## config.mk

```make
export PLATFORM = sky130hd
export DESIGN_NAME = alu_operand_stage
export DESIGN_NICKNAME = d
export VERILOG_FILES = /design/src/rtl/alu_operand_stage.sv
export SDC_FILE = /design/constraint.sdc
export NUM_CORES = 1
export LEC_CHECK = 0
export CORE_AREA = 2 2 220 222
export DETAILED_ROUTE_END_ITERATION = 6
export DIE_AREA = 0 0 222 224
export PLACE_DENSITY = 0.72
export SLEW_MARGIN = 20
export SYNTH_ARGS = -nofsm -noshare
export SYNTH_HDL_FRONTEND = slang
export SYNTH_SLANG_ARGS = --single-unit
```

## constraint.sdc

```tcl
create_clock -name clk_in -period 5.7 [get_ports clk_in]
set_clock_uncertainty 0.2 [all_clocks]
set_input_delay 0.855 -clock clk_in [delete_from_list [all_inputs] [get_ports clk_in]]
set_output_delay 0.855 -clock clk_in [all_outputs]
set_load 0.005 [all_outputs]
```

## src/rtl/alu_operand_stage.sv

```systemverilog
// alu_operand_stage: single-entry ID/EX register in front of the ALU.
// Captures decoded instructions over a valid/ready handshake, forwards
// EX/MEM and MEM/WB results into the operands at capture, and keeps
// re-forwarding the held operands while the entry is stalled.
module alu_operand_stage #(
    parameter int XLEN = 64
) (
    input  logic            clk_in,
    input  logic            reset_in,
    input  logic            valid_in,
    output logic            ready_out,
    input  logic [4:0]      rs1Addr_in,
    input  logic [4:0]      rs2Addr_in,
    input  logic [4:0]      rdAddr_in,
    input  logic [XLEN-1:0] rs1Data_in,
    input  logic [XLEN-1:0] rs2Data_in,
    input  logic [XLEN-1:0] imm_in,
    input  logic            aluSrc_in,
    input  logic [2:0]      aluOpcode_in,
    input  logic            regWrite_in,
    input  logic            flush_in,
    input  logic            exMemRegWrite_in,
    input  logic [4:0]      exMemRd_in,
    input  logic [XLEN-1:0] exMemResult_in,
    input  logic            memWbRegWrite_in,
    input  logic [4:0]      memWbRd_in,
    input  logic [XLEN-1:0] memWbResult_in,
    output logic            valid_out,
    input  logic            ready_in,
    output logic [XLEN-1:0] operand1_out,
    output logic [XLEN-1:0] operand2_out,
    output logic [XLEN-1:0] storeData_out,
    output logic [2:0]      aluOpcode_out,
    output logic [4:0]      rdAddr_out,
    output logic            regWrite_out
);

    typedef enum logic {EMPTY = 1'b0, FULL = 1'b1} state_t;

    state_t state, stateNext;

    // Held source indices and operand-2 select, needed to re-forward under stall.
    logic [4:0] rs1AddrQ, rs2AddrQ;
    logic       aluSrcQ;

    logic capture, refresh;
    logic [XLEN-1:0] capOp1, capStore, refOp1, refStore;

    // x0 reads as zero; the younger EX/MEM result beats MEM/WB.
    function automatic logic [XLEN-1:0] fwd(input logic [4:0] addr,
                                            input logic [XLEN-1:0] data,
                                            input logic exWr, input logic [4:0] exRd,
                                            input logic [XLEN-1:0] exRes,
                                            input logic wbWr, input logic [4:0] wbRd,
                                            input logic [XLEN-1:0] wbRes);
        if (addr == 5'd0)                fwd = '0;
        else if (exWr && exRd == addr)   fwd = exRes;
        else if (wbWr && wbRd == addr)   fwd = wbRes;
        else                             fwd = data;
    endfunction

    assign valid_out = (state == FULL);
    assign ready_out = ~valid_out | ready_in;
    assign capture   = valid_in & ready_out & ~flush_in;
    // A held entry that is neither leaving nor being replaced.
    assign refresh   = valid_out & ~ready_in & ~flush_in;

    // Forwarded operand values for a new capture and for a held entry.
    always_comb begin
        capOp1   = fwd(rs1Addr_in, rs1Data_in, exMemRegWrite_in, exMemRd_in,
                       exMemResult_in, memWbRegWrite_in, memWbRd_in, memWbResult_in);
        capStore = fwd(rs2Addr_in, rs2Data_in, exMemRegWrite_in, exMemRd_in,
                       exMemResult_in, memWbRegWrite_in, memWbRd_in, memWbResult_in);
        refOp1   = fwd(rs1AddrQ, operand1_out, exMemRegWrite_in, exMemRd_in,
                       exMemResult_in, memWbRegWrite_in, memWbRd_in, memWbResult_in);
        refStore = fwd(rs2AddrQ, storeData_out, exMemRegWrite_in, exMemRd_in,
                       exMemResult_in, memWbRegWrite_in, memWbRd_in, memWbResult_in);
    end

    // Occupancy register.
    always_ff @(posedge clk_in) begin
        if (reset_in) state <= EMPTY;
        else          state <= stateNext;
    end

    // Next occupancy: flush kills, capture fills, drain empties.
    always_comb begin
        stateNext = state;
        if (flush_in)                   stateNext = EMPTY;
        else if (capture)               stateNext = FULL;
        else if (valid_out && ready_in) stateNext = EMPTY;
    end

    // Payload registers: load on capture, re-forward while stalled.
    always_ff @(posedge clk_in) begin
        if (reset_in) begin
            operand1_out  <= '0;
            operand2_out  <= '0;
            storeData_out <= '0;
            aluOpcode_out <= 3'b111;
            rdAddr_out    <= 5'd0;
            regWrite_out  <= 1'b0;
            rs1AddrQ      <= 5'd0;
            rs2AddrQ      <= 5'd0;
            aluSrcQ       <= 1'b0;
        end else if (flush_in) begin
            regWrite_out  <= 1'b0;
        end else if (capture) begin
            operand1_out  <= capOp1;
            storeData_out <= capStore;
            operand2_out  <= aluSrc_in ? imm_in : capStore;
            aluOpcode_out <= aluOpcode_in;
            rdAddr_out    <= rdAddr_in;
            regWrite_out  <= regWrite_in;
            rs1AddrQ      <= rs1Addr_in;
            rs2AddrQ      <= rs2Addr_in;
            aluSrcQ       <= aluSrc_in;
        end else if (refresh) begin
            operand1_out  <= refOp1;
            storeData_out <= refStore;
            if (!aluSrcQ) operand2_out <= refStore;
        end
    end

endmodule

```

==> flow_metrics.py, run 1 <==
metrics = {
    "worst_setup_path": {
        "worstReg2RegStart": "rs2AddrQ[1]",
        "cp-startpoint": "memWbRd_in[0]",
        "ff2ff_setup_slack_ns": 2.18,
        "critPathLaunchType": "input port",
        "cp.required_ns": 5.96,
        "crit_end": "operand2_out[59]",
        "path_class": "input port to register",
        "r2r_cells": 6,
        "path_max_fanout": 20,
        "critPathCaptureType": "register",
        "r2r-end": "storeData_out[27]",
        "worstPathArrival_ns": 4.25,
    },
    "placed_design": {
        "dp_hpwl_um": 54000,
        "gp_routability_congestion": 0.922,
        "portBuffers": 559,
        "placed_cell_area_sq_um": 21200,
    },
    "detailed_routing": {
        "ant_nets": 0,
        "viasPerCell": 6.63,
        "routed_wl_um": 86300,
        "drc": 0,
        "wl_per_cell_um": 27.3,
        "drtPass1Iterations": 6,
        "drt_iter0_drc": 2920,
        "via_count": 21000,
    },
    "synthesis": {
        "synth_mux_area_share_pct": 4.15,
        "synthTopCellsByArea": "dfxtp_1, nor3_1, nor2_1",
        "yosysTopAreaCell": "dfxtp_1",
        "ys_seq_elements": 213,
        "yosysWarnings": 0,
        "synthXorXnorAreaFrac_pct": 2.37,
        "synth_top_family_by_area": "compound AO/OA/AOI/OAI gates",
        "synth_fa_ha_area_share_pct": 0,
        "syn_inst": 2156,
        "synth_top_area_share_pct": 27.6,
        "synth_compound_area_share_pct": 30.0,
        "avgSynthCellArea_sq_um": 7.15,
        "synth_nets": 2513,
        "yosys.cell_types.count": 40,
        "yosysSeqAreaShare_pct": 27.6,
        "netlist_area_sq_um": 15400,
        "synthSimpleGateAreaFrac_pct": 28.6,
    },
    "cts": {
        "post_cts_resized": 0,
        "cts_root_buf": "clkbuf_16",
        "cts_tree": "yes",
        "cts.htree.levels": 1,
        "clock_latency_ns": 0.56,
        "hold_buffers": 0,
        "clk_pin_slew_worst_paths_ns": 0.06,
        "cts_setup_buffers": 0,
        "clock_sinks": 213,
        "clk_path_buf_depth": 3,
        "cts_buffers": 28,
    },
    "sta": {
        "finalCritPeriodShare_pct": 69.9,
        "period_minus_slack_ns": 3.99,
        "relSlewSlack_pct": 23.3,
        "finalSetupViolations": 0,
        "tns_ns": 0,
        "max_slew.worst_pin.slew_ns": 1.15,
        "grt_setup_unrepaired": "no",
        "finalHoldViolCount": 0,
        "fmaxAchievable_mhz": 251,
        "slew_violations": 0,
    },
    "job": {
        "maxCapViolations": 0,
    },
    "layout": {
        "final_cell_area_sq_um": 22200,
        "fill_cells": 4701,
        "syn_to_final_growth_pct": 43.7,
        "layout_common_cells": "clkdlybuf4s50_1, nor2_1, nor3_1",
        "layout_commonest_cell": "clkdlybuf4s50_1",
        "fin_nets": 2873,
        "drive_above_1_share_pct": 5.75,
    },
    "global_route": {
        "antenna_found_initial": 9,
        "overflow": 0,
        "track_usage_pct": 32.8,
        "grt_pass1_wl_um": 127000,
        "grt_max_degree": 129,
        "grt_pass1_vias": 20100,
    },
    "min_path": {
        "hp-class": "register to register",
        "whs_path_depth": 2,
    },
    "floorplan": {
        "start_util_pct": 32.6,
        "coreArea_sq_um": 47300,
        "rows": 80,
        "die_h_um": 224,
        "ios": 560,
        "die_x_um": 222,
        "dieArea_sq_um": 49700,
    },
    "power_and_ir_drop": {
        "p_leak_nw": 7.10,
        "p_per_area_nw_per_um2": 229,
        "clkPwrFrac_pct": 36.4,
        "peakVddDrop_uv": 194,
        "seqPwrFrac_pct": 33.3,
        "p_int_mw": 3.37,
        "share_comb_of_total_power_pct": 30.3,
        "p_switching_mw": 1.71,
        "p_sw_share_pct": 33.7,
    },
    "run_status": {
        "status": "finished, final reports clean",
    },
}
[cells in the mapped netlist (all sizes together)]
| master | n |
|---|---|
| a311oi | 125 |
| or2 | 2 |
| o21ai | 132 |
| nor3 | 258 |
| mux2i | 64 |
| or3 | 126 |
| o211ai | 1 |
| buf | 45 |
| a221oi | 64 |
| nand3 | 67 |
| xnor2 | 26 |
| o22ai | 64 |
| nand4 | 5 |
| o21a | 1 |
| o32a | 3 |
| clkbuf | 219 |
| xor2 | 14 |
| dfxtp | 213 |
| a21o | 1 |
| and3 | 3 |
| a21oi | 18 |
| inv | 3 |
| nor2 | 323 |
| nand2 | 171 |
| a211oi | 132 |
| nand2b | 2 |
| a211o | 64 |
| nor4 | 3 |
| nand3b | 3 |
| or4 | 3 |
| nor2b | 1 |
[area by class of cell]
cell class / instances / area [sq um] / share of cell area (%)
diodes: 7 / 17.5 / 0.0790
clock buffers: 44 / 842 / 3.80
clock inverters: 8 / 92.6 / 0.418
inverters: 3 / 12.5 / 0.0564
multi-input cells: 1676 / 10300 / 46.3
flip-flops and latches: 213 / 4260 / 19.2
well taps: 615 / 769 / 3.47
repair buffers: 594 / 5910 / 26.7
[power by group through the flow]
stage / Sequential (mW) / Combinational, mW / Clock [mW]
after floorplan: 1.70 / 0.666 / 0
after global placement: 1.72 / 1.46 / 0
after detailed placement: 1.72 / 1.48 / 0
after CTS: 1.69 / 1.49 / 1.85
after global routing: 1.70 / 1.61 / 1.92
final: 1.69 / 1.54 / 1.85
[how the worst min path moves through the flow]
stage	end	slack, ns	from
2_1_floorplan	rdAddr_out[0]	0.25	rdAddr_out[0]
3_3_place_gp	rdAddr_out[4]	0.24	rdAddr_out[4]
3_5_place_dp	rdAddr_out[3]	0.25	rdAddr_out[3]
4_1_cts	rdAddr_out[3]	0.26	rdAddr_out[3]
5_1_grt	rdAddr_out[0]	0.28	rdAddr_out[0]
6_report	rdAddr_out[3]	0.26	rdAddr_out[3]
[layer usage]
| metal | GRT usage, % | vias to the layer above | wire (um) |
|---|---|---|---|
| met2 | 53.6 | 1916 | 38600 |
| met4 | 16.7 | 8 | 5080 |
| met5 | 0 | - | 57 |
| met3 | 8.55 | 422 | 11400 |
| li1 | - | 8816 | - |
| met1 | 39.9 | 9800 | 31100 |
[flip-flops by register name, summed over array words and instances, names as in the netlist, 3 cells and up]
signal,cells
operand2_out,64
rs2AddrQ,5
storeData_out,64
rs1AddrQ,5
operand1_out,64
aluOpcode_out,3
rdAddr_out,5
[critical path, cell delays in order]
cell	delay, ns
clkdlybuf4s50_1	0.70
xnor2_1	0.17
nand4_1	0.83
buf_4	0.54
or3_1	0.39
a311oi_1	0.36
nor2_1	0.09
a211oi_1	0.29
[stage by stage]
step	std cells	worst slack (ns)	utilization (%)	power, mW	hold slack, ns
global route	3157	1.46	46.8	5.23	0.282
floorplan	2156	2.85	-	2.37	0.253
global placement	3101	1.22	44.8	3.18	0.244
finish	3160	1.71	46.8	5.08	0.257
detailed placement	3101	1.15	44.8	3.20	0.250
CTS	3153	1.72	46.8	5.03	0.257
[cells by family (layout without fill, tap and decap cells)]
| kind of cell | count (synthesis) | count (layout) |
|---|---|---|
| and+or+nand+nor | 967 | 967 |
| AOI/OAI and AO/OA | 605 | 605 |
| buffers and inverters | 267 | 649 |
| DFF | 213 | 213 |
| muxes | 64 | 64 |
| xor gates and xnor gates | 40 | 40 |
| other | 0 | 7 |
(Power assumes the default switching activity.)
==> run 2: changes to the inputs <==
CORE_AREA = 2 2 219 221   (was 2 2 220 222)
DIE_AREA = 0 0 221 223   (was 0 0 222 224)
PLACE_DENSITY = 0.74   (was 0.72)
clock period = 3.5 ns   (was 5.7 ns; I/O delays follow)
==> run 2 against run 1 <==
Effect of this change: the flow now finishes with violations (design-rule violations); total power up 65%; largest power group unchanged; highest routed layer unchanged; clock-buffer cell count down 5; sequential cell count unchanged; worst setup slack worse by 1.2 ns; die area down 0.89%; critical path type is now register to register; largest cell class unchanged.
==> flow_metrics.py, run 2 (synthesized netlist as in run 1, its figures left out) <==
metrics = {
    "layout": {
        "layout_commonest_cell": "clkdlybuf4s50_1",
        "largestRegisters": "operand1_out: 64 flops, operand2_out: 64 flops, storeData_out: 64 flops",
        "syn_to_final_growth_pct": 48.0,
        "fin_nets": 2914,
        "seqCellArea_sq_um": 4260,
        "drive_above_1_share_pct": 7.22,
        "multi_input_area_sq_um": 10300,
        "layout_common_cells": "clkdlybuf4s50_1, nor2_1, nor3_1",
        "fill_cells": 4496,
    },
    "detailed_routing": {
        "routed_wl_um": 87000,
        "via_count": 21100,
        "drtPass1Iterations": 7,
        "ant_nets": 0,
        "viasPerCell": 6.60,
        "drt_iter0_drc": 3272,
        "drc": 5,
        "wl_per_cell_um": 27.2,
    },
    "global_route": {
        "antenna_found_initial": 15,
        "track_usage_pct": 33.7,
        "grt_max_degree": 86,
        "grt_pass1_vias": 20600,
        "overflow": 0,
        "grt_pass1_wl_um": 131000,
    },
    "worst_setup_path": {
        "r2r_cells": 6,
        "critPathLaunchType": "register",
        "path_class": "register to register",
        "r2r-end": "storeData_out[27]",
        "worstPathArrival_ns": 3.25,
        "ff2ff_setup_slack_ns": 0.48,
        "path_max_fanout": 24,
        "critPathCaptureType": "register",
        "cp.required_ns": 3.73,
        "worstReg2RegStart": "rs2AddrQ[1]",
    },
    "placed_design": {
        "gp_routability_congestion": 0.971,
        "pre_cts_slack_ns": 0.00180,
        "portBuffers": 559,
        "dp_hpwl_um": 56200,
    },
    "job": {
        "maxCapViolations": 0,
    },
    "cts": {
        "clock_sinks": 213,
        "cts_root_buf": "clkbuf_16",
        "cts_buffers": 28,
        "clk_pin_slew_worst_paths_ns": 0.06,
        "clk_path_buf_depth": 3,
        "cts_setup_buffers": 0,
        "hold_buffers": 0,
        "post_cts_resized": 0,
        "cts.htree.levels": 1,
        "clock_latency_ns": 0.57,
        "cts_tree": "yes",
    },
    "power_and_ir_drop": {
        "peakVddDrop_uv": 271,
        "p_leak_nw": 7.45,
        "p_total_mw": 8.39,
        "p_per_area_nw_per_um2": 367,
    },
    "floorplan": {
        "dieArea_sq_um": 49300,
        "rows": 80,
        "coreArea_sq_um": 47100,
        "ios": 560,
        "die_h_um": 223,
        "die_x_um": 221,
        "start_util_pct": 32.7,
    },
    "sta": {
        "finalHoldViolCount": 0,
        "relSlewSlack_pct": 20.8,
        "finalCritPeriodShare_pct": 86.1,
        "max_slew.worst_pin.slew_ns": 1.19,
        "tns_ns": 0,
        "timing.final.ws_setup_ns": 0.485,
        "slew_violations": 0,
        "period_minus_slack_ns": 3.02,
        "finalSetupViolations": 0,
        "fmaxAchievable_mhz": 332,
        "grt_setup_unrepaired": "no",
    },
    "min_path": {
        "hp-class": "register to register",
        "min_from": "rdAddr_out[2]",
        "whs_path_depth": 2,
        "hold_path_end": "rdAddr_out[2]",
    },
    "run_status": {
        "violations": "design-rule violations",
        "status": "finished, violations left",
    },
}
==> run 2: through the flow <==
step	cells	cell area, sq um	utilization (%)	hold WS (ns)
6_report	3197	22800	48.4	0.270
5_1_grt	3195	22800	48.4	0.294
4_1_cts	3191	22800	48.4	0.270
3_5_place_dp	3142	21900	46.4	0.262
3_3_place_gp	3142	21900	46.4	0.243
2_1_floorplan	2156	15400	-	0.253
==> run 2: metal layers <==
layer  track usage (%)  wire [um]
met5                 0        126
met4              17.2       5070
met3              8.82      11400
met2              53.3      38400
met1              42.4      32000
==> run 2: cell type report <==
cell class              instances  area share [%]
clock inverters                10           0.564
well taps                     615            3.37
inverters                       3          0.0548
multi-input cells            1676            44.9
diodes                          6          0.0658
repair buffers                635            28.9
clock buffers                  39            3.47
flip-flops and latches        213            18.7
==> run 2: where the power goes <==
part	internal, mW	switching (mW)
sequential	2.61	0.147
clock	1.79	1.23
combinational	1.17	1.44
total	5.57	2.82
==> run 2: worst max path at each step <==
stage / slack, ns / start / cells after the start / endpoint
6_report: 0.48 / rs2AddrQ[1] / 6 / storeData_out[27]
5_1_grt: 0.39 / rs2Addr_in[1] / 9 / operand2_out[22]
4_1_cts: 0.49 / rs2AddrQ[1] / 6 / storeData_out[27]
3_5_place_dp: 0.002 / memWbRd_in[2] / 9 / operand2_out[60]
3_3_place_gp: 0.07 / memWbRd_in[2] / 9 / operand2_out[40]
2_1_floorplan: 0.98 / memWbRd_in[2] / 10 / operand2_out[42]
==> run 2: critical path, cell delays in order (launching register included) <==
cell,delay [ns]
dfxtp_1,0.41
or4_1,0.60
o21ai_4,0.86
buf_12,0.27
a311oi_1,0.09
nor3_1,0.31
nor3_1,0.08
